**src/rtl/keypad_entry.sv**
```systemverilog
// Keypad key-event filter and BCD entry buffer with backspace/clear/enter.
// Optional idle auto-clear: define KEYPAD_ENTRY_TIMEOUT_EN.
module keypad_entry #(
  parameter int          DIGITS         = 4,
  parameter int          COUNT_W        = 3,
  parameter int          RELEASE_CYCLES = 8,
  parameter logic [23:0] TIMEOUT_CYCLES = 24'd10_000_000
) (
  input  logic                  clk,
  input  logic                  rst_n,
  input  logic [3:0]            key,
  input  logic                  pressed,
  output logic [4*DIGITS-1:0]   entry,
  output logic [COUNT_W-1:0]    count,
  output logic [4*DIGITS-1:0]   commit_value,
  output logic                  commit_valid,
  output logic                  key_accepted,
  output logic                  overflow,
  output logic                  timeout
);

  localparam int EW   = 4 * DIGITS;
  localparam int RC_W = $clog2(RELEASE_CYCLES);

  localparam logic [0:0] WAIT_PRESS   = 1'b0;
  localparam logic [0:0] WAIT_RELEASE = 1'b1;

  localparam logic [RC_W-1:0]    RC_LAST = RC_W'(RELEASE_CYCLES - 1);
  localparam logic [COUNT_W-1:0] FULL    = COUNT_W'(DIGITS);
  localparam logic [COUNT_W-1:0] C_ONE   = COUNT_W'(1);

  logic [0:0]         r_state;
  logic [RC_W-1:0]    r_rel;
  logic [EW-1:0]      r_entry;
  logic [COUNT_W-1:0] r_count;
  logic [EW-1:0]      r_cval;
  logic               r_cv;
  logic               r_acc;
  logic               r_ovf;
  logic               r_to;

  logic [EW-1:0]      w_entry_n;
  logic [COUNT_W-1:0] w_count_n;
  logic               w_ovf_n;
  logic               w_commit;
  logic               w_is_digit;
  logic               w_accept;
  logic               w_to_hit;

  assign w_is_digit = (key <= 4'd9);
  assign w_accept   = (r_state == WAIT_PRESS) && pressed;

  always_comb begin
    w_entry_n = r_entry;
    w_count_n = r_count;
    w_ovf_n   = r_ovf;
    w_commit  = 1'b0;
    unique case (1'b1)
      w_is_digit: begin
        if (r_count == FULL) begin
          w_ovf_n = 1'b1;
        end else begin
          w_entry_n = {r_entry[EW-5:0], key};
          w_count_n = r_count + C_ONE;
        end
      end
      (key == 4'hA): begin
        w_ovf_n = 1'b0;
        if (r_count != '0) begin
          w_entry_n = r_entry >> 4;
          w_count_n = r_count - C_ONE;
        end
      end
      (key == 4'hB): begin
        w_entry_n = '0;
        w_count_n = '0;
        w_ovf_n   = 1'b0;
      end
      (key == 4'hE): begin
        if (r_count != '0) begin
          w_commit  = 1'b1;
          w_entry_n = '0;
          w_count_n = '0;
          w_ovf_n   = 1'b0;
        end
      end
      default: begin
      end
    endcase
  end

`ifdef KEYPAD_ENTRY_TIMEOUT_EN
  localparam logic [23:0] TO_LAST = TIMEOUT_CYCLES - 24'd1;

  logic [23:0] r_tmo;

  assign w_to_hit = (r_state == WAIT_PRESS) && (r_count != '0)
                    && (r_tmo == TO_LAST);

  // Held at zero through the release wait; only idle WAIT_PRESS time counts.
  always_ff @(posedge clk or negedge rst_n) begin
    if (!rst_n) begin
      r_tmo <= '0;
    end else if (w_accept || r_count == '0 || w_to_hit) begin
      r_tmo <= '0;
    end else if (r_state == WAIT_PRESS) begin
      r_tmo <= r_tmo + 24'd1;
    end
  end
`else
  logic w_unused_to;
  assign w_unused_to = ^TIMEOUT_CYCLES;
  assign w_to_hit    = 1'b0;
`endif

  always_ff @(posedge clk or negedge rst_n) begin
    if (!rst_n) begin
      r_state <= WAIT_PRESS;
      r_rel   <= '0;
      r_entry <= '0;
      r_count <= '0;
      r_cval  <= '0;
      r_cv    <= 1'b0;
      r_acc   <= 1'b0;
      r_ovf   <= 1'b0;
      r_to    <= 1'b0;
    end else begin
      r_cv  <= 1'b0;
      r_acc <= 1'b0;
      r_to  <= 1'b0;
      unique case (r_state)
        WAIT_PRESS: begin
          if (pressed) begin
            r_state <= WAIT_RELEASE;
            r_rel   <= '0;
            r_acc   <= 1'b1;
            r_entry <= w_entry_n;
            r_count <= w_count_n;
            r_ovf   <= w_ovf_n;
            if (w_commit) begin
              r_cval <= r_entry;
              r_cv   <= 1'b1;
            end
          end else if (w_to_hit) begin
            r_entry <= '0;
            r_count <= '0;
            r_ovf   <= 1'b0;
            r_to    <= 1'b1;
          end
        end
        WAIT_RELEASE: begin
          // Scanner drops pressed between row sweeps; demand a full quiet run.
          if (pressed) begin
            r_rel <= '0;
          end else if (r_rel == RC_LAST) begin
            r_rel   <= '0;
            r_state <= WAIT_PRESS;
          end else begin
            r_rel <= r_rel + 1'b1;
          end
        end
        default: r_state <= WAIT_PRESS;
      endcase
    end
  end

  assign entry        = r_entry;
  assign count        = r_count;
  assign commit_value = r_cval;
  assign commit_valid = r_cv;
  assign key_accepted = r_acc;
  assign overflow     = r_ovf;
  assign timeout      = r_to;

endmodule

```
**config.mk**
```make
export PLATFORM = sky130hd
export DESIGN_NAME = keypad_entry
export DESIGN_NICKNAME = d
export VERILOG_FILES = /design/src/rtl/keypad_entry.sv
export SDC_FILE = /design/constraint.sdc
export NUM_CORES = 1
export LEC_CHECK = 0
export ABC_AREA = 0
export ABC_CLOCK_PERIOD_IN_PS = 5900
export BUFFER_PORTS_ARGS = -buffer_cell sky130_fd_sc_hd__buf_2
export CORE_UTILIZATION = 49
export DETAILED_ROUTE_END_ITERATION = 10
export PLACE_DENSITY = 0.82
export SYNTH_ARGS = -nofsm -noshare
export SYNTH_HDL_FRONTEND = slang
export SYNTH_SLANG_ARGS = --single-unit
```
**constraint.sdc**
```tcl
create_clock -name clk -period 5.9 [get_ports clk]
set_clock_uncertainty 0.2 [all_clocks]
set_input_delay 0.59 -clock clk [delete_from_list [all_inputs] [get_ports clk]]
set_output_delay 0.59 -clock clk [all_outputs]
set_load 0.02 [all_outputs]
```
---- After elaboration in Yosys (flattened, before gate mapping) ----
Cells that the tools add are included.
cells by class
  equality and inequality tests ........... 10
  $add $sub $neg .......................... 3
  mux-type cells .......................... 25
  magnitude comparators ................... 1
  bitwise gates (word level) .............. 1
  reduce and logical (&&, ||, !) cells .... 7
operators by type and width
  operator                                               count
  case mux 16 bit (4 select lines)                       1
  2-to-1 mux 16 bit                                      3
  2-to-1 mux 3 bit                                       6
  equality test 4 bit, second input constant             3
  case mux 3 bit (4 select lines)                        1
  2-to-1 mux 1 bit                                       11
  adder 3 x 1 -> 3 bit, second input constant            2
  equality test 3 bit, second input constant             2
  inequality test 2 bit, second input constant           3
  case mux 3 bit (2 select lines)                        1
  AND reduction 6 bit                                    1
  nonzero test 3 bit                                     2
  AND reduction 5 bit                                    1
  less-or-equal comparator 4 bit, second input constant  1
  inequality test 2 x 1 -> 1 bit, second input constant  2
  nonzero test 4 bit                                     1
  case mux 1 bit (3 select lines)                        1
  AND reduction 3 bit                                    1
  subtractor 3 x 1 -> 3 bit, second input constant       1
  case mux 1 bit (2 select lines)                        1
  OR reduction 2 bit                                     1
  inverter 1 bit                                         1
storage, ports and cells
  register bits ........................... 42
  input port bits ......................... 7
  output and inout port bits .............. 39
  logic and storage cells ................. 55

---- Depth between registers and ports, before layout ----
Gate-level depths: netlist (run 1).
  depth after elaboration ................. 6
  gate-level depth with buffers ........... 7
  gate-level depth less buffers ........... 7

---- Least setup slack after synthesis (run 1) ----
Ideal clock, no wire load.
  kind .................................... input to register
  start point ............................. in key[2]
  end point ............................... reg r_count[2] (netlist: count[2])
  slack ................................... 3,580 ps
  path buffers ............................ 1
  stages .................................. 6
  required time ........................... 5,570 ps
  arrival ................................. 1,991 ps
  setup time .............................. 130 ps
  cells stage by stage .................... buf_2 > nor3_2 > inv_1 > fa_1 > a211oi_1 > o22ai_1
between the ends
  word-level cells in the longest chain between the ends .. 3
  elaborated cells between the ends (all ways) .. 10
  those cells by class .................... order compare: 1; eq/ne: 6; mux: 1; reduce/logical: 2
RTL lines
  what                                                                  RTL line  RTL
  start, declared                                                       11        input logic [3:0] key,
  less-or-equal comparator 4 bit, or another cell as far along          50        assign w_is_digit = (key <= 4'd9);
  inequality test 2 bit (no source line), or another cell as far along  -
  AND reduction 6 bit (no source line)                                  -
  end signal, assigned                                                  138       r_count <= w_count_n;
  end, declared                                                         35        logic [COUNT_W-1:0] r_count;
Parallel ways exist; a longest one is shown, timed or not.
A chain may end at the register's enable or synchronous reset.

---- Worst setup path in the final report (run 1) ----
  start point ............................. reg r_count[1] (netlist: count[1])
  end point ............................... reg r_entry[8] (netlist: entry[8])
between the ends
  word-level cells in the longest chain between the ends .. 3
  elaborated cells between the ends (all ways) .. 6
  those cells by class .................... eq/ne: 4; reduce/logical: 2
RTL lines
  what                                                                                             RTL line    RTL
  equality test 3 bit / nonzero test 3 bit (equally long branches)                                 60, 69, 80
  inequality test 2 bit (no source line) / inequality test 2 x 1 -> 1 bit (equally long branches)  -
  AND reduction 6 bit (no source line) (*)                                                         -
  end signal, assigned                                                                             137         r_entry <= w_entry_n;
  end, declared                                                                                    34          logic [EW-1:0] r_entry;
Mark *: on every way between the ends. The rest lies on a longest branch, timed or not.

==> results of run 1 <==
## worst register-to-register path: cells and delay by family, from the launching register on
| family | cells | cell delay, ns |
|---|---|---|
| flip-flops | 1 | 0.44 |
| AND/OR/NAND/NOR | 1 | 0.41 |
| AO/OA/AOI/OAI | 2 | 0.90 |
| multiplexers | 1 | 0.41 |
## power by group
part / internal, uW / switching [uW] / total (uW)
clock network: 126 / 96.5 / 223
logic: 29.7 / 47.0 / 76.7
registers: 302 / 14.5 / 317
## path summary, 6_finish.rpt
check	from	slack, ns	to	cells past startpoint
min in group clk	pressed	0.30	r_rel[2]	2
min reg2reg	commit_value[5]	0.31	commit_value[5]	1
max	count[1]	3.41	entry[8]	4
min	rst_n	0.22	commit_value[9]	1
max reg2reg	count[1]	3.41	entry[8]	4
max in group asynchronous	rst_n	4.71	entry[8]	1
## placed cells by master (no fill, tap or decap), types with 2 or more instances in the layout
master,instances
nor2_1,8
clkbuf_8,5
mux2i_1,6
a22o_1,8
ha_1,2
a31oi_1,3
buf_2,44
mux2_4,3
dfrtp_1,42
nand2_1,13
mux2_2,27
o21ai_0,3
inv_1,11
## synth_stat cells, drive strengths merged, types with 2 or more instances
cell / count / area [um2]
dfrtp: 42 / 1050
mux2: 30 / 349
ha: 2 / 25.0
nor2b: 2 / 15.0
nor3: 2 / 15.0
nor2: 8 / 30.0
o21ai: 3 / 15.0
inv: 11 / 41.3
mux2i: 6 / 60.1
buf: 7 / 63.8
a31oi: 3 / 18.8
nand2: 13 / 48.8
o221ai: 2 / 23.8
a22o: 8 / 70.1
## through the flow
| stage | hold slack [ns] | instance area, um2 | util (%) |
|---|---|---|---|
| CTS | 0.254 | 2290 | 60.8 |
| global route | 0.295 | 2290 | 60.8 |
| finish | 0.223 | 2300 | 60.9 |
| detailed placement | 0.291 | 2180 | 57.9 |
| floorplan | 0.0944 | 1970 | - |
| global placement | 0.284 | 2180 | 57.9 |
## registers in the layout, summed over array words and instances, names as in the netlist
signal	cells
overflow	1
count	3
key_accepted	1
commit_valid	1
r_state	1
r_rel	3
commit_value	16
entry	16
## metal layers
layer / global-route usage (%) / vias up
li1: - / 638
met1: 28.4 / 656
met2: 26.4 / 44
met3: 7.64 / 6
met4: 8.15 / 0
met5: 0 / -
## final cells by class
| cell class | instances | area share, % |
|---|---|---|
| Antenna cell | 1 | 0.109 |
| Clock buffer | 6 | 3.16 |
| Clock inverter | 2 | 1.63 |
| Inverter | 11 | 1.80 |
| Multi-Input combinational cell | 96 | 35.3 |
| Sequential cell | 42 | 45.8 |
| Tap cell | 48 | 2.61 |
| Timing Repair Buffer | 44 | 9.59 |
## cells by family after synthesis
family | after synthesis | synth area share (%)
other | 1 | 0.190
and+or+nand+nor | 32 | 8.44
adders and majority gates | 3 | 2.28
DFF | 42 | 53.3
muxes | 36 | 20.7
AOI/OAI and AO/OA | 23 | 9.07
xor gates and xnor gates | 1 | 0.444
buffers and inverters | 19 | 5.52
==> flow_metrics.env, run 1 <==
export IMPL_outcome="completed"
export IMPL_antenna_left=0
export IMPL_grt_pass1_wl_um=6180
export IMPL_finalCriticalPeriod_ns=2.49
export IMPL_route_detailed_drc=0
export IMPL_drtPass1Iterations=5
export IMPL_cts_hold_buffers_added=0
export IMPL_nets=210
export IMPL_port_buffers=44
export IMPL_core_area_um2=3770
export IMPL_synth_edf_count=0
export IMPL_antenna_found_initial=0
export IMPL_async_flop_share_pct=100
export IMPL_die_x_um=65.4
export IMPL_synth_warnings=0
export IMPL_leakage_uw=0.00126
export IMPL_post_drt_wl_per_cell_um=14.1
export IMPL_relSlewSlack_pct=39.1
export IMPL_die_y_um=65.4
export IMPL_power_total_uw=616
export IMPL_maxSlewViolCount=0
export IMPL_synth_seq_area_share_pct=53.3
export IMPL_timing_hold_violations_final=0
export IMPL_syn_num_nets=167
export IMPL_syn_area_um2=1970
export IMPL_cpMaxStageDelayCell="a21o_1"
export IMPL_vias=1344
export IMPL_setup_tns_final_ns=0
export IMPL_synth_ff_type="dfrtp_1"
export IMPL_place_hpwl_um=2420
export IMPL_clock_latency_ns=0.29
export IMPL_tritoncts_num_buffers=5
export IMPL_cap_violations=0
export IMPL_grt_pass1_vias=1251
export IMPL_setup_violations_final=0
export IMPL_viasPerCell=5.38
export IMPL_cp_start_kind="register"
export IMPL_grt_total_usage_pct=19.8
export IMPL_m1WireLength_um=1720
export IMPL_path_delay_family="compound AO/OA/AOI/OAI gates"
export IMPL_crit_path_max_fanout=19
export IMPL_drt_iter0_markers=47
export IMPL_start_util_pct=52.3
export IMPL_finalCritPeriodShare_pct=42.1
export IMPL_synthDistinctLibCells=39
export IMPL_synth_seq_cells=42
export IMPL_cp_arrival_ns=2.47
export IMPL_cts_sinks=42
export IMPL_routed_wl_um=3520
export IMPL_rsz0062_at_grt="no"
export IMPL_worst_slack_ns=3.41
export IMPL_clk_path_buf_depth=2
export IMPL_critPathBufInv=0
export IMPL_path_class="register to register"
export IMPL_required_ns=5.88
export IMPL_gp_congestion=0.812
export IMPL_hp_class="primary input to asynchronous set/reset pin"
export IMPL_met2_length_um=1500
export IMPL_avgSynthCellArea_um2=12.6
export IMPL_p_per_area_nw_per_um2=268
export IMPL_grt_max_degree=43
export IMPL_ctsResizeCount=0
export IMPL_crit_path_end_kind="register"
export IMPL_rows=22
export IMPL_finalNonFillerCells=250
export IMPL_clock_tree_root_cell="clkbuf_8"
export IMPL_clk_pin_slew_ns=0.08
export IMPL_path_cells="or3b_1, o221ai_2, a21o_1, mux2_2"
export IMPL_max_stage_delay_ns=0.65
export IMPL_die_area_um2=4280
export IMPL_n_fill_cell=309
export IMPL_place_inst=241
export IMPL_ir_worst_vdd_mv=0.171
export IMPL_drive_gt1_share_pct=43.3
export IMPL_ff_latch_area_um2=1050
export IMPL_fmax_mhz=402
export IMPL_route_met3_wl_um=244
export IMPL_preCtsSetupSlack_ns=3.26
export IMPL_overflow=0
export IMPL_multiInputGateArea_um2=812
export IMPL_htreeDepth=2
export IMPL_synthCells=157
export IMPL_post_cts_setup_buffers=0
export IMPL_worst_pin_slew_ns=0.914
export IMPL_syn_to_final_growth_pct=16.5
export IMPL_ioPinCount=46
export IMPL_tritoncts="done"
export IMPL_top_layer="met4"
Note: power is estimated with default switching activity, not from simulation.
==> run 2, diff against run 1 <==
Settings changed: ABC_CLOCK_PERIOD_IN_PS 5900 to 2350.
Clock period 5.9 ns to 2.35 ns, I/O delays scaled along.
==> run 2 against run 1 <==
Die area unchanged. Routed wire length down 0.17%. Count of clock-buffer cells in the layout stayed put. Via count up 1.2%. Sequential power rose to 2.5 times the previous value. Sequential share of layout area down 1.2 points. Combinational power grew to 2.6 times the previous value. Worst hold slack got worse by 0.044 ns. Sequential cell count unchanged. Utilization grew 1.6 points. First-iteration DRC count rose by 30%. Critical path type unchanged. Highest routed layer unchanged.
==> flow_metrics.env, run 2 (synthesis gave the netlist of run 1 again) <==
export IMPL_relSlewSlack_pct=65.8
export IMPL_grt_pass1_wl_um=5850
export IMPL_place_inst=245
export IMPL_port_buffers=44
export IMPL_cpMaxStageDelayCell="dfrtp_1"
export IMPL_hold_ws_ns=0.178
export IMPL_min_to="entry[3]"
export IMPL_tritoncts="done"
export IMPL_crit_path_max_fanout=19
export IMPL_max_stage_delay_ns=0.44
export IMPL_clk_pin_slew_ns=0.08
export IMPL_cts_sinks=42
export IMPL_final_common_cell="buf_2"
export IMPL_p_per_area_nw_per_um2=659
export IMPL_grt_max_degree=43
export IMPL_finalNonFillerCells=255
export IMPL_syn_to_final_growth_pct=19.5
export IMPL_antenna_left=0
export IMPL_viasPerCell=5.33
export IMPL_start_util_pct=52.3
export IMPL_tritoncts_num_buffers=5
export IMPL_fmax_mhz=475
export IMPL_reg2reg_to="entry[8]"
export IMPL_grt_pass1_vias=1193
export IMPL_antenna_found_initial=0
export IMPL_path_delay_family="flip-flops"
export IMPL_min_from="key[1]"
export IMPL_worst_pin_slew_ns=0.514
export IMPL_insertedDiodeCount=0
export IMPL_place_hpwl_um=2430
export IMPL_path_class="register to register"
export IMPL_drive_gt1_share_pct=44.0
export IMPL_mostFrequentLayoutCells="buf_2 (44), dfrtp_1 (42), mux2_2 (27)"
export IMPL_core_area_um2=3770
export IMPL_cp_arrival_ns=2.08
export IMPL_hp_class="primary input to register"
export IMPL_overflow=0
export IMPL_crit_path_end_kind="register"
export IMPL_r2r_cells=5
export IMPL_clock_latency_ns=0.29
export IMPL_gp_congestion=0.766
export IMPL_required_ns=2.32
export IMPL_setup_tns_final_ns=0
export IMPL_rows=22
export IMPL_ioPinCount=46
export IMPL_cp_depth=5
export IMPL_rr_startpoint="count[1]"
export IMPL_timing_hold_violations_final=0
export IMPL_cp_start_kind="register"
export IMPL_htreeDepth=2
export IMPL_finish_utilization_pct=62.5
export IMPL_ir_worst_vdd_mv=0.666
export IMPL_finalCriticalPeriod_ns=2.11
export IMPL_clk_path_buf_depth=2
export IMPL_grt_total_usage_pct=18.3
export IMPL_rsz0062_at_grt="no"
export IMPL_outcome="completed"
export IMPL_post_drt_wl_per_cell_um=13.8
export IMPL_maxSlewViolCount=0
export IMPL_nets=216
export IMPL_clock_tree_root_cell="clkbuf_8"
export IMPL_setup_violations_final=0
export IMPL_drtPass1Iterations=4
export IMPL_r2r_setup_slack_ns=0.24
export IMPL_die_x_um=65.4
export IMPL_cap_violations=0
export IMPL_drt_iter0_markers=61
export IMPL_critPathBufInv=1
export IMPL_routed_wl_um=3510
export IMPL_vias=1360
export IMPL_route_detailed_drc=0
export IMPL_die_y_um=65.4
export IMPL_ctsResizeCount=0
export IMPL_leakage_uw=0.00130
export IMPL_finalCritPeriodShare_pct=89.6
export IMPL_die_area_um2=4280
export IMPL_path_cells="or3b_1, o221ai_2, a21o_1, buf_12, mux2_2"
export IMPL_whs_path_depth=3
[run 2: cell count changes in the layout (fill, tap and decap cells not counted)]
cell,change
buf_4,+3
diode_2,-1
dlygate4sd3_1,+2
buf_12,+1
[run 2: final cells by class]
type | count | area (um2)
fillers | 300 | 1410
flip-flops and latches | 42 | 1050
multi-input cells | 96 | 812
repair buffers | 50 | 283
clock buffers | 6 | 72.6
well taps | 48 | 60.1
inverters | 11 | 41.3
clock inverters | 2 | 37.5
[run 2: worst max-delay path by stage]
stage / slack (ns) / from / to
after floorplan: 0.26 / count[1] / entry[2]
after global placement: 0.33 / count[1] / entry[9]
after detailed placement: 0.28 / count[1] / entry[8]
after CTS: 0.25 / count[1] / entry[8]
after global routing: 0.15 / pressed / commit_value[6]
final: 0.24 / count[1] / entry[8]
[run 2: report_power, final]
part	switching, uW	total, uW	internal [uW]	leakage (uW)
registers	36.9	795	758	0.000557
logic	120	200	79.9	0.000690
clock network	240	557	317	0.0000514
total	397	1550	1160	0.00130
[run 2: stage by stage]
| stage | cell area, um2 | power (uW) | setup WS (ns) |
|---|---|---|---|
| floorplan | 1970 | 931 | 0.257 |
| global placement | 2230 | 1000 | 0.329 |
| detailed placement | 2230 | 1010 | 0.278 |
| CTS | 2360 | 1570 | 0.247 |
| global route | 2360 | 1620 | 0.147 |
| finish | 2360 | 1550 | 0.243 |
[run 2: what timing repair did]
item | in CTS | in global routing
endpoints found under the hold margin | 45 | 0
setup buffers | 0 | 0
hold buffers | 2 | 0
[run 2: per-layer routing]
metal,global-route usage [%],share of wire (%)
met5,0,0
met4,5.71,1.0
met3,5.21,5.0
met2,26.0,43
met1,26.9,51
[run 2: worst reg2reg max path: stages (launching register included)]
cell,delay (ns)
dfrtp_1,0.44
or3b_1,0.42
o221ai_2,0.24
a21o_1,0.16
buf_12,0.17
mux2_2,0.35
